<file path="config.mk">
export PLATFORM = sky130hd
export DESIGN_NAME = freq_window_sequencer
export DESIGN_NICKNAME = d
export VERILOG_FILES = /design/src/rtl/freq_window_sequencer.sv
export SDC_FILE = /design/constraint.sdc
export NUM_CORES = 1
export LEC_CHECK = 0
export CORE_ASPECT_RATIO = 0.6
export CORE_MARGIN = 10
export CORE_UTILIZATION = 60
export DETAILED_ROUTE_END_ITERATION = 10
export DONT_BUFFER_PORTS = 1
export PLACE_DENSITY = 0.76
export SLEW_MARGIN = 20
export SYNTH_ARGS = -nofsm -noshare
export SYNTH_HDL_FRONTEND = slang
export SYNTH_SLANG_ARGS = --single-unit
export TNS_END_PERCENT = 5
</file>
<file path="constraint.sdc">
create_clock -name clk -period 2.05 [get_ports clk]
set_input_delay 0.41 -clock clk [delete_from_list [all_inputs] [get_ports clk]]
set_output_delay 0.41 -clock clk [all_outputs]
set_load 0.02 [all_outputs]
</file>
<file path="src/rtl/freq_window_sequencer.sv">
// Gated edge counter: counts edge_pulse over a programmable window of clk cycles,
// then holds the result under a valid/ready handshake before the next window.
module freq_window_sequencer #(
  parameter int unsigned UPDATE_PERIOD = 1199,
  parameter int unsigned BITS          = 12
) (
  input  logic            clk,
  input  logic            reset,
  input  logic            enable,
  input  logic            edge_pulse,
  input  logic [BITS-1:0] period,
  input  logic            period_load,
  input  logic            result_ready,
  output logic            result_valid,
  output logic [6:0]      result_count,
  output logic            overflow,
  output logic [1:0]      state,
  output logic [BITS-1:0] clk_count
);

  localparam logic [BITS-1:0] INIT_PERIOD = BITS'(UPDATE_PERIOD);
  localparam logic [6:0]      EDGE_MAX    = 7'd127;

  typedef enum logic [1:0] {
    IDLE    = 2'b00,
    COUNT   = 2'b01,
    PRESENT = 2'b10
  } state_t;

  state_t          state_q, state_d;
  logic [BITS-1:0] period_q;
  logic [BITS-1:0] active_q, active_d;
  logic [BITS-1:0] count_q, count_d;
  logic [6:0]      edges_q, edges_d;
  logic            flag_q, flag_d;
  logic            valid_q, valid_d;
  logic [6:0]      result_q, result_d;
  logic            res_ovf_q, res_ovf_d;

  logic [BITS-1:0] start_period;
  logic [6:0]      edges_next;
  logic            flag_next;

  // A write in the same cycle as a window start must land in that window.
  assign start_period = period_load ? period : period_q;

  always_comb begin
    state_d    = state_q;
    active_d   = active_q;
    count_d    = count_q;
    edges_d    = edges_q;
    flag_d     = flag_q;
    valid_d    = valid_q;
    result_d   = result_q;
    res_ovf_d  = res_ovf_q;
    edges_next = edges_q;
    flag_next  = flag_q;

    if (edge_pulse) begin
      if (edges_q == EDGE_MAX) flag_next = 1'b1;
      else                     edges_next = edges_q + 7'd1;
    end

    case (state_q)
      IDLE: begin
        count_d = '0;
        edges_d = '0;
        flag_d  = 1'b0;
        if (enable) begin
          state_d  = COUNT;
          active_d = start_period;
        end
      end
      COUNT: begin
        if (!enable) begin
          state_d = IDLE;
          count_d = '0;
          edges_d = '0;
          flag_d  = 1'b0;
        end else if (count_q == active_q) begin
          // Last window cycle: its edge is folded into the published result.
          state_d   = PRESENT;
          result_d  = edges_next;
          res_ovf_d = flag_next;
          valid_d   = 1'b1;
          count_d   = '0;
          edges_d   = '0;
          flag_d    = 1'b0;
        end else begin
          count_d = count_q + 1'b1;
          edges_d = edges_next;
          flag_d  = flag_next;
        end
      end
      PRESENT: begin
        count_d = '0;
        edges_d = '0;
        flag_d  = 1'b0;
        if (valid_q && result_ready) begin
          valid_d = 1'b0;
          if (enable) begin
            state_d  = COUNT;
            active_d = start_period;
          end else begin
            state_d = IDLE;
          end
        end
      end
      default: begin
        state_d = IDLE;
        count_d = '0;
        edges_d = '0;
        flag_d  = 1'b0;
        valid_d = 1'b0;
      end
    endcase
  end

  always_ff @(posedge clk or negedge reset) begin
    if (!reset) begin
      state_q   <= IDLE;
      period_q  <= INIT_PERIOD;
      active_q  <= INIT_PERIOD;
      count_q   <= '0;
      edges_q   <= '0;
      flag_q    <= 1'b0;
      valid_q   <= 1'b0;
      result_q  <= '0;
      res_ovf_q <= 1'b0;
    end else begin
      state_q   <= state_d;
      active_q  <= active_d;
      count_q   <= count_d;
      edges_q   <= edges_d;
      flag_q    <= flag_d;
      valid_q   <= valid_d;
      result_q  <= result_d;
      res_ovf_q <= res_ovf_d;
      if (period_load) period_q <= period;
    end
  end

  assign state        = state_q;
  assign clk_count    = count_q;
  assign result_valid = valid_q;
  assign result_count = result_q;
  assign overflow     = res_ovf_q;

endmodule

</file>
==> reports/results.txt <==
Die H: 69.5 um
Netlist cell types: 34
Post-synth net total: 222
Clk_skew: 0.00967 ns
Worst hold path class: primary input to flip-flop
Worst slew pin tran: 0.436 ns
Width of the chip: 103 um
Fin worst setup slack: 0.201 ns
Most frequent cells after synthesis: 41 x dfrtp_1, 24 x mux2_2, 21 x nor2_1
Worst-skew pair later-pin latency: 0.31 ns
Initial drt markers: 122
Hold Crit Depth: 1
# DRC: 0
DR vias: 1587
Launching point of the worst reg2reg path: edges_q[0]
Seq/Total Area, Yosys: 56.8%
Largest area contributor in the netlist: dfrtp_1
Total global routing overflow: 0
Clk slew on worst S/H paths: 0.09 ns
Setup_tns: 0 ns
Clock Sinks: 55
R2R Setup Slk: 0.20 ns
Tmin final: 1.85 ns
Layout cells sized above 1: 30.5%
Root Buffer: clkbuf_8
Initial antenna violation count: 0
Pre-CTS setup slack: 0.248 ns
FF+latch count, synth: 55
Fmax: 0.541 GHz
Initial Util: 64.4%
Hold path start: period[4]
Fill cells: 258
Maxcap violations: 0
Maximum vdd drop: 0.000644 V
Top_reg_cell synth: dfrtp_1
Vias per cell: 5.94
WHS Endpoint: period_q[4]
Cell leakage power: 1.17 nW
Avg Cell Area, Syn: 12.1 um^2
Hold Slack: 0.266 ns
WL per Instance: 20.1 um
Gp weighted congestion: 0.874
Setup crit start kind: flip-flop
RSZ-0062 raised after global routing: false
Syn Std Cell Area: 2450 um^2
Clk buf depth: 2
PwrDens: 877 nW/um^2
Vias in the first global route: 1664
Critical path fanouts, max: 4
# setup viols final: 0
Most common cell in the netlist: dfrtp_1
Final critical-path share of the clock period: 90.2%
Area contributors post-synth: dfrtp_1 42%, dfstp_2 15%, mux2_2 11%
WS Path Type: flip-flop to flip-flop
Endpoints failing hold: 0
Gr usage total: 16.2%
Row count: 17
I/O pins: 41
Core area: 3810 um^2
CP endpoint kind: flip-flop
Postcts setup bufs: 0
Async SR Flop Fraction: 100%
Final Util: 72.3%
CTS tree: built
Post-detail-place hpwl: 3.95 mm
Synth warn: 0
Die area: 7130 um^2
Worst slew margin: 70.6%
ANT cells: 0
Largest net degree at the start of global routing: 56
Fin. max-slew vios: 0
Port Buffers: 0
ANT nets after route: 0
Syn-to-layout area delta: 12.2%
CTS Buf Count: 5
Status: finished clean
WL final: 5.37 mm
Worst R2R End: result_count[1]
Total power: 2.41 mW
Req. time, crit path: 2.23 ns
Nets: 239
H-tree levels: 2
Post-Syn Instances: 202
First-pass GRT wire length: 8.88 mm
Yosys top cell area share: 41.8%
Router iterations before antenna repair: 4
FF-to-FF path depth: 5
Critical Path AT: 2.03 ns
EDFF count, synth: 0
per-layer routing:
metal / track usage, % / share of wire [%] / vias up
li1: - / - / 718
met1: 21.1 / 45 / 812
met2: 24.2 / 45 / 49
met3: 6.05 / 8.9 / 8
met4: 5.09 / 1.1 / 0
met5: 0 / 0 / -
how the worst max path moves through the flow:
stage | startpoint | end | slack (ns) | cells after the start
finish | edges_q[0] | result_count[1] | 0.20 | 5
global route | edges_q[0] | result_count[1] | 0.07 | 5
CTS | edges_q[0] | result_count[1] | 0.21 | 5
detailed placement | edges_q[1] | result_count[1] | 0.25 | 5
global placement | active_q[0] | result_count[2] | 0.37 | 4
floorplan | clk_count[6] | result_count[2] | 0.33 | 5
cell type report:
type                            count  area (um^2)  share of cell area, %
Sequential cell                    55         1390                   50.7
Multi-Input combinational cell    129          990                   36.0
Timing Repair Buffer               17          150                   5.46
Clock buffer                        6         82.6                   3.00
Tap cell                           47         58.8                   2.14
Inverter                           11         41.3                   1.50
Clock inverter                      2         35.0                   1.27
power breakdown:
group          total, mW  switching [mW]  leakage, nW  internal [mW]
Clock              0.727           0.332       0.0612          0.395
Sequential          1.35           0.107        0.660           1.25
Combinational      0.332           0.158        0.446          0.174
Total               2.41           0.597         1.17           1.81
layout by cell type (no fill, tap or decap):
cell type | Yosys | layout
o22ai_1 | 1 | 1
o21a_1 | 1 | 1
a21bo_2 | 1 | 1
a21o_1 | 1 | 1
and3b_1 | 2 | 2
nand4_1 | 8 | 8
inv_1 | 11 | 11
mux2_2 | 24 | 24
nand3_1 | 6 | 6
o31ai_2 | 0 | 1
o21ai_0 | 3 | 3
dfrtp_1 | 41 | 41
buf_16 | 0 | 1
xnor2_1 | 17 | 17
mux2i_1 | 9 | 9
a21oi_1 | 3 | 3
clkinv_2 | 0 | 1
ha_1 | 2 | 2
clkbuf_8 | 0 | 6
nor2b_1 | 1 | 1
o211ai_1 | 1 | 1
buf_4 | 2 | 15
nand2_1 | 8 | 8
dlygate4sd3_1 | 0 | 1
nor4_2 | 0 | 1
nor2_1 | 21 | 21
dfstp_2 | 14 | 14
and2_1 | 3 | 3
o21bai_1 | 1 | 1
xor2_1 | 6 | 6
and4_1 | 2 | 2
bufinv_16 | 0 | 1
nand3b_1 | 1 | 1
nor3_1 | 2 | 2
mux2_1 | 1 | 1
a31o_2 | 1 | 1
a2111oi_2 | 1 | 1
through the flow:
step           std cells  instance area [um^2]
2_1_floorplan        202                  2450
3_3_place_gp         257                  2600
3_5_place_dp         257                  2600
4_1_cts              267                  2750
5_1_grt              267                  2750
6_report             267                  2750
flip-flops by register name, summed over array words and instances (netlist names):
register      flops
overflow          1
state             2
active_q         12
flag_q            1
result_count      7
clk_count        12
edges_q           7
period_q         12
result_valid      1
logic make-up after synthesis:
| kind of cell | synth area share [%] |
|---|---|
| and+or+nand+nor | 11.1 |
| xor gates and xnor gates | 8.21 |
| AOI/OAI and AO/OA | 4.39 |
| adders and majority gates | 1.02 |
| muxes | 15.2 |
| DFF | 56.8 |
| buffers and inverters | 3.27 |
worst max-delay path, cell delays in order (launching register included):
cell and delay, ns:
dfrtp_1 0.42, ha_1 0.24, nand4_1 0.15, o21ai_0 0.40
mux2i_1 0.37, mux2i_1 0.13
repair_timing:
item / CTS / global route
hold buffers: 2 / 0
resized for setup: 0 / 0
endpoints found under the hold margin: 55 / 0
Note: power is estimated with default switching activity, not from simulation.
==> RTL change 1, RTL diff (config.mk and constraints unchanged) <==
`BITS`: 12 -> 6.
--- a/src/rtl/freq_window_sequencer.sv
+++ b/src/rtl/freq_window_sequencer.sv
@@ -2,7 +2,7 @@
 // then holds the result under a valid/ready handshake before the next window.
 module freq_window_sequencer #(
   parameter int unsigned UPDATE_PERIOD = 1199,
-  parameter int unsigned BITS          = 12
+  parameter int unsigned BITS          = 6
 ) (
   input  logic            clk,
   input  logic            reset,
Interface: changed (resized clk_count and period); port bits go from 41 to 29. No check against the original RTL was run, so the function may have changed too.
==> RTL change 1 against the original RTL <==
Sequential cell count shrank 18; routed wire length shrank 40%; critical path depth did not move; power down 17%; highest routed layer unchanged; largest power group unchanged; hold slack better by 0.033 ns; non-clock buffer count shrank 10; final area down 34%; synthesized area decreased by 34%; fmax is 13% higher; global-route usage is 3.4 points lower; worst setup slack better by 0.22 ns; die area fell by 26%.
==> RTL change 1: results <==
[place]
gp_congestion = 0.894
numPlacedInstances = 166
place_hpwl_mm = 2.43
place_ws_ns = 0.412
post_dp_cell_area_um2 = 1690
portBuffers = 0

[clocking]
cts_buffer_depth = 2
clk_pin_slew_ns = 0.07
clkLatencyLatePin_ns = 0.28
ctsHtreeMaxLevel = 2
cts-root-buf = clkbuf_8
cts_resized = 0

[logic_synthesis]
synth_area_per_cell_um2 = 12.3
yosysSeqAreaShare_pct = 57.6
yosys-top-cells-area = dfrtp_1 (42%), dfstp_2 (16%), mux2_2 (8.3%)
ys_types = 31
synthArstFlopShare_pct = 100
yosysMostFrequentCell = dfrtp_1
synth.net_count = 146
synth_common_cells = dfrtp_1 (27), nor2_1 (15), mux2_2 (12)

[sta]
fin_worst_skew_ns = 0.00470
fmax_mhz = 613
relSlewSlack_pct = 68.5

[global_route]
grt_first_pass_wirelength_mm = 5.13
grt_max_degree = 38
grt_overflow = 0
grt_use_total_pct = 12.8
grt_pass1_vias = 963

[worst_setup_path]
critPathMaxStageDelay_ns = 0.51
cp_max_fo = 10
arrival_ns = 1.80
slowest_stage = dfrtp_1
timing.rr.start = clk_count[3]$_DFF_PN0_
crit_type = flop to flop

[power]
intPower_mw = 1.39
peakVddDrop_mv = 0.582
p_sw_share_pct = 30.7
leakagePower_nw = 0.793
seq_cell_power_mw = 1.12
pwr-share-comb_pct = 17.2

[finish]
final_net_count = 157
drive_above_1_share_pct = 29.9
final_cells = 176
insertedDiodeCount = 0

[route]
drt_iter0_markers = 81
viasPerCell = 5.51
wirelength_mm = 3.24
drtPass1Iterations = 4

[run_status]
status = completed

[min_path]
hold_path_class = primary input to flop
hold_start = period[0]
-- RTL change 1: path summary, 6_finish.rpt --
kind	to	slack, ns
worst max-delay path	result_count[4]$_DFFE_PN0P_	0.42
worst min-delay path	period_q[0]$_DFF_PN1_	0.30
worst max register to register	result_count[4]$_DFFE_PN0P_	0.42
worst min register to register	flag_q$_DFF_PN0_	0.49
max in group asynchronous	period_q[2]$_DFF_PN1_	1.21
min in group asynchronous	state[1]$_DFFE_PN0P_	0.60
-- RTL change 1: area by class of cell --
type | count | area (µm²)
Clock inverter | 1 | 5.00
Clock buffer | 7 | 96.3
Tap cell | 32 | 40.0
Multi-Input combinational cell | 83 | 636
Sequential cell | 37 | 938
Fill cell | 175 | 723
Timing Repair Buffer | 7 | 67.6
Inverter | 9 | 33.8
-- RTL change 1: repair_timing --
item,in CTS,in global routing
hold buffers,2,0
setup buffers,0,0
hold endpoints to repair,37,0
-- RTL change 1: metal layers --
layer  share of wire [%]  wire length, µm  GRT usage (%)
met3                  11              369           7.09
met2                  44             1440           18.1
met4                0.96               31           4.07
met1                  43             1400           16.5
met5                   0                0              0
-- RTL change 1: cells by family (layout without fill, tap and decap cells) --
group | Yosys count | after routing | synth area share (%)
fa+ha+maj | 2 | 2 | 1.54
simple gates | 33 | 33 | 10.5
mux | 21 | 21 | 14.5
flops | 37 | 37 | 57.6
compound gates | 16 | 16 | 6.69
buf+inv | 12 | 24 | 3.30
xor+xnor | 11 | 11 | 5.92
-- RTL change 1: critical path, delay by kind of cell, from the launching register on --
| family | cells | cell delay, ns |
|---|---|---|
| xor+xnor | 1 | 0.21 |
| buf+inv | 1 | 0.23 |
| flops | 1 | 0.51 |
| mux | 1 | 0.31 |
| simple gates | 2 | 0.26 |
==> RTL change 2, RTL diff (same flow settings) <==
Without the edit above. Add an input register stage for `period`, cleared by the reset; this delays it by one clock. The other inputs are not delayed to match.
--- a/src/rtl/freq_window_sequencer.sv
+++ b/src/rtl/freq_window_sequencer.sv
@@ -27,6 +27,16 @@
     PRESENT = 2'b10
   } state_t;
 
+  logic [BITS-1:0] period_r;
+
+  always_ff @(posedge clk or negedge reset) begin
+    if (!reset) begin
+      period_r <= '0;
+    end else begin
+      period_r <= period;
+    end
+  end
+
   state_t          state_q, state_d;
   logic [BITS-1:0] period_q;
   logic [BITS-1:0] active_q, active_d;
@@ -42,7 +52,7 @@
   logic            flag_next;
 
   // A write in the same cycle as a window start must land in that window.
-  assign start_period = period_load ? period : period_q;
+  assign start_period = period_load ? period_r : period_q;
 
   always_comb begin
     state_d    = state_q;
@@ -136,7 +146,7 @@
       valid_q   <= valid_d;
       result_q  <= result_d;
       res_ovf_q <= res_ovf_d;
-      if (period_load) period_q <= period;
+      if (period_load) period_q <= period_r;
     end
   end
 
Behaviour: not the same (Yosys sat finds a counterexample within 4 cycles, from zero or initial values and one cycle with reset low).
==> RTL change 2 against the original RTL <==
Synthesized area up 12%; sequential cell count up 12; clock skew up 0.0014 ns; critical endpoint is now overflow$_DFFE_PN0P_; power up 26%; fmax up 6.5%; worst setup slack better by 0.11 ns; sequential power up 20%; routed wire length up 1.9%; hold slack worse by 0.18 ns; final area up 15%.
==> RTL change 2: results <==
[place]
place_ws_ns = 0.328
place_hpwl_mm = 4.08

[finish]
bufAreaShareNonClock_pct = 4.76
sh_seq_area_pct = 53.7
clkbuf_count = 12
final_cells = 300
fillerInstances = 287
final_net_count = 255
clkCellAreaFrac_pct = 6.47

[route]
drtPass1Iterations = 5
met2WireLength_mm = 2.36
wl_met3_um = 522
drt_iter0_markers = 71

[clocking]
ctsHtreeMaxLevel = 3
clkLatencyLatePin_ns = 0.34
cts_inserted_buffers = 9

[sta]
fin_worst_skew_ns = 0.0111
worst_pin_slew_ns = 0.358
holdWs_ns = 0.0902

[worst_setup_path]
cp_max_fo = 9
r2r_end = overflow$_DFFE_PN0P_
cp_top_family = flip-flops
regToRegSetupSlack_ns = 0.31
arrival_ns = 1.99

[logic_synthesis]
synth_common_cells = dfrtp_1 (53), mux2_2 (24), nor2_1 (21)
yosysSeqAreaShare_pct = 61.5
yosys-top-cells-area = dfrtp_1 (48%), dfstp_2 (13%), mux2_2 (9.8%)

[power]
leakagePower_nw = 1.35
peakVddDrop_mv = 0.739

[run_status]
status = completed

[min_path]
hold_start = period[9]

[global_route]
grt_first_pass_wirelength_mm = 9.06
grt_use_total_pct = 15.0
RTL change 2: report_power, final:
part	internal, mW	total, mW	leakage [nW]	switching [mW]
combinational	0.175	0.328	0.432	0.153
clock	0.626	1.09	0.106	0.466
sequential	1.50	1.62	0.809	0.119
total	2.30	3.04	1.35	0.739
RTL change 2: per-stage QoR:
stage	total power [mW]	cell area (µm²)
after floorplan	1.86	2760
after global placement	1.92	2910
after detailed placement	1.95	2910
after CTS	3.07	3150
after global routing	3.18	3150
final	3.04	3150
RTL change 2: how the worst max path moves through the flow:
| stage | slack, ns | end |
|---|---|---|
| after CTS | 0.30 | overflow$_DFFE_PN0P_ |
| final | 0.31 | overflow$_DFFE_PN0P_ |
| after detailed placement | 0.33 | result_count[5]$_DFFE_PN0P_ |
| after global routing | 0.13 | overflow$_DFFE_PN0P_ |
| after floorplan | 0.28 | result_count[2]$_DFFE_PN0P_ |
| after global placement | 0.40 | result_count[5]$_DFFE_PN0P_ |
RTL change 2: logic make-up (layout without fill, tap and decap cells):
kind of cell | Yosys count | count (layout) | synth area share [%]
buf+inv | 18 | 44 | 3.04
compound gates | 15 | 15 | 3.90
mux | 34 | 34 | 13.5
xor+xnor | 23 | 23 | 7.31
simple gates | 55 | 55 | 9.90
flops | 67 | 67 | 61.5
fa+ha+maj | 2 | 2 | 0.908
RTL change 2: what timing repair did:
item	CTS	global route
endpoints found under the setup margin	0	0
hold buffers	2	0
endpoints found under the hold margin	67	0
RTL change 2: metal layers:
metal  global-route usage, %  vias to the layer above
met3                    7.85                        9
met4                    5.46                        0
met1                    19.1                      829
met2                    21.3                       47
met5                       0                        -
li1                        -                      772
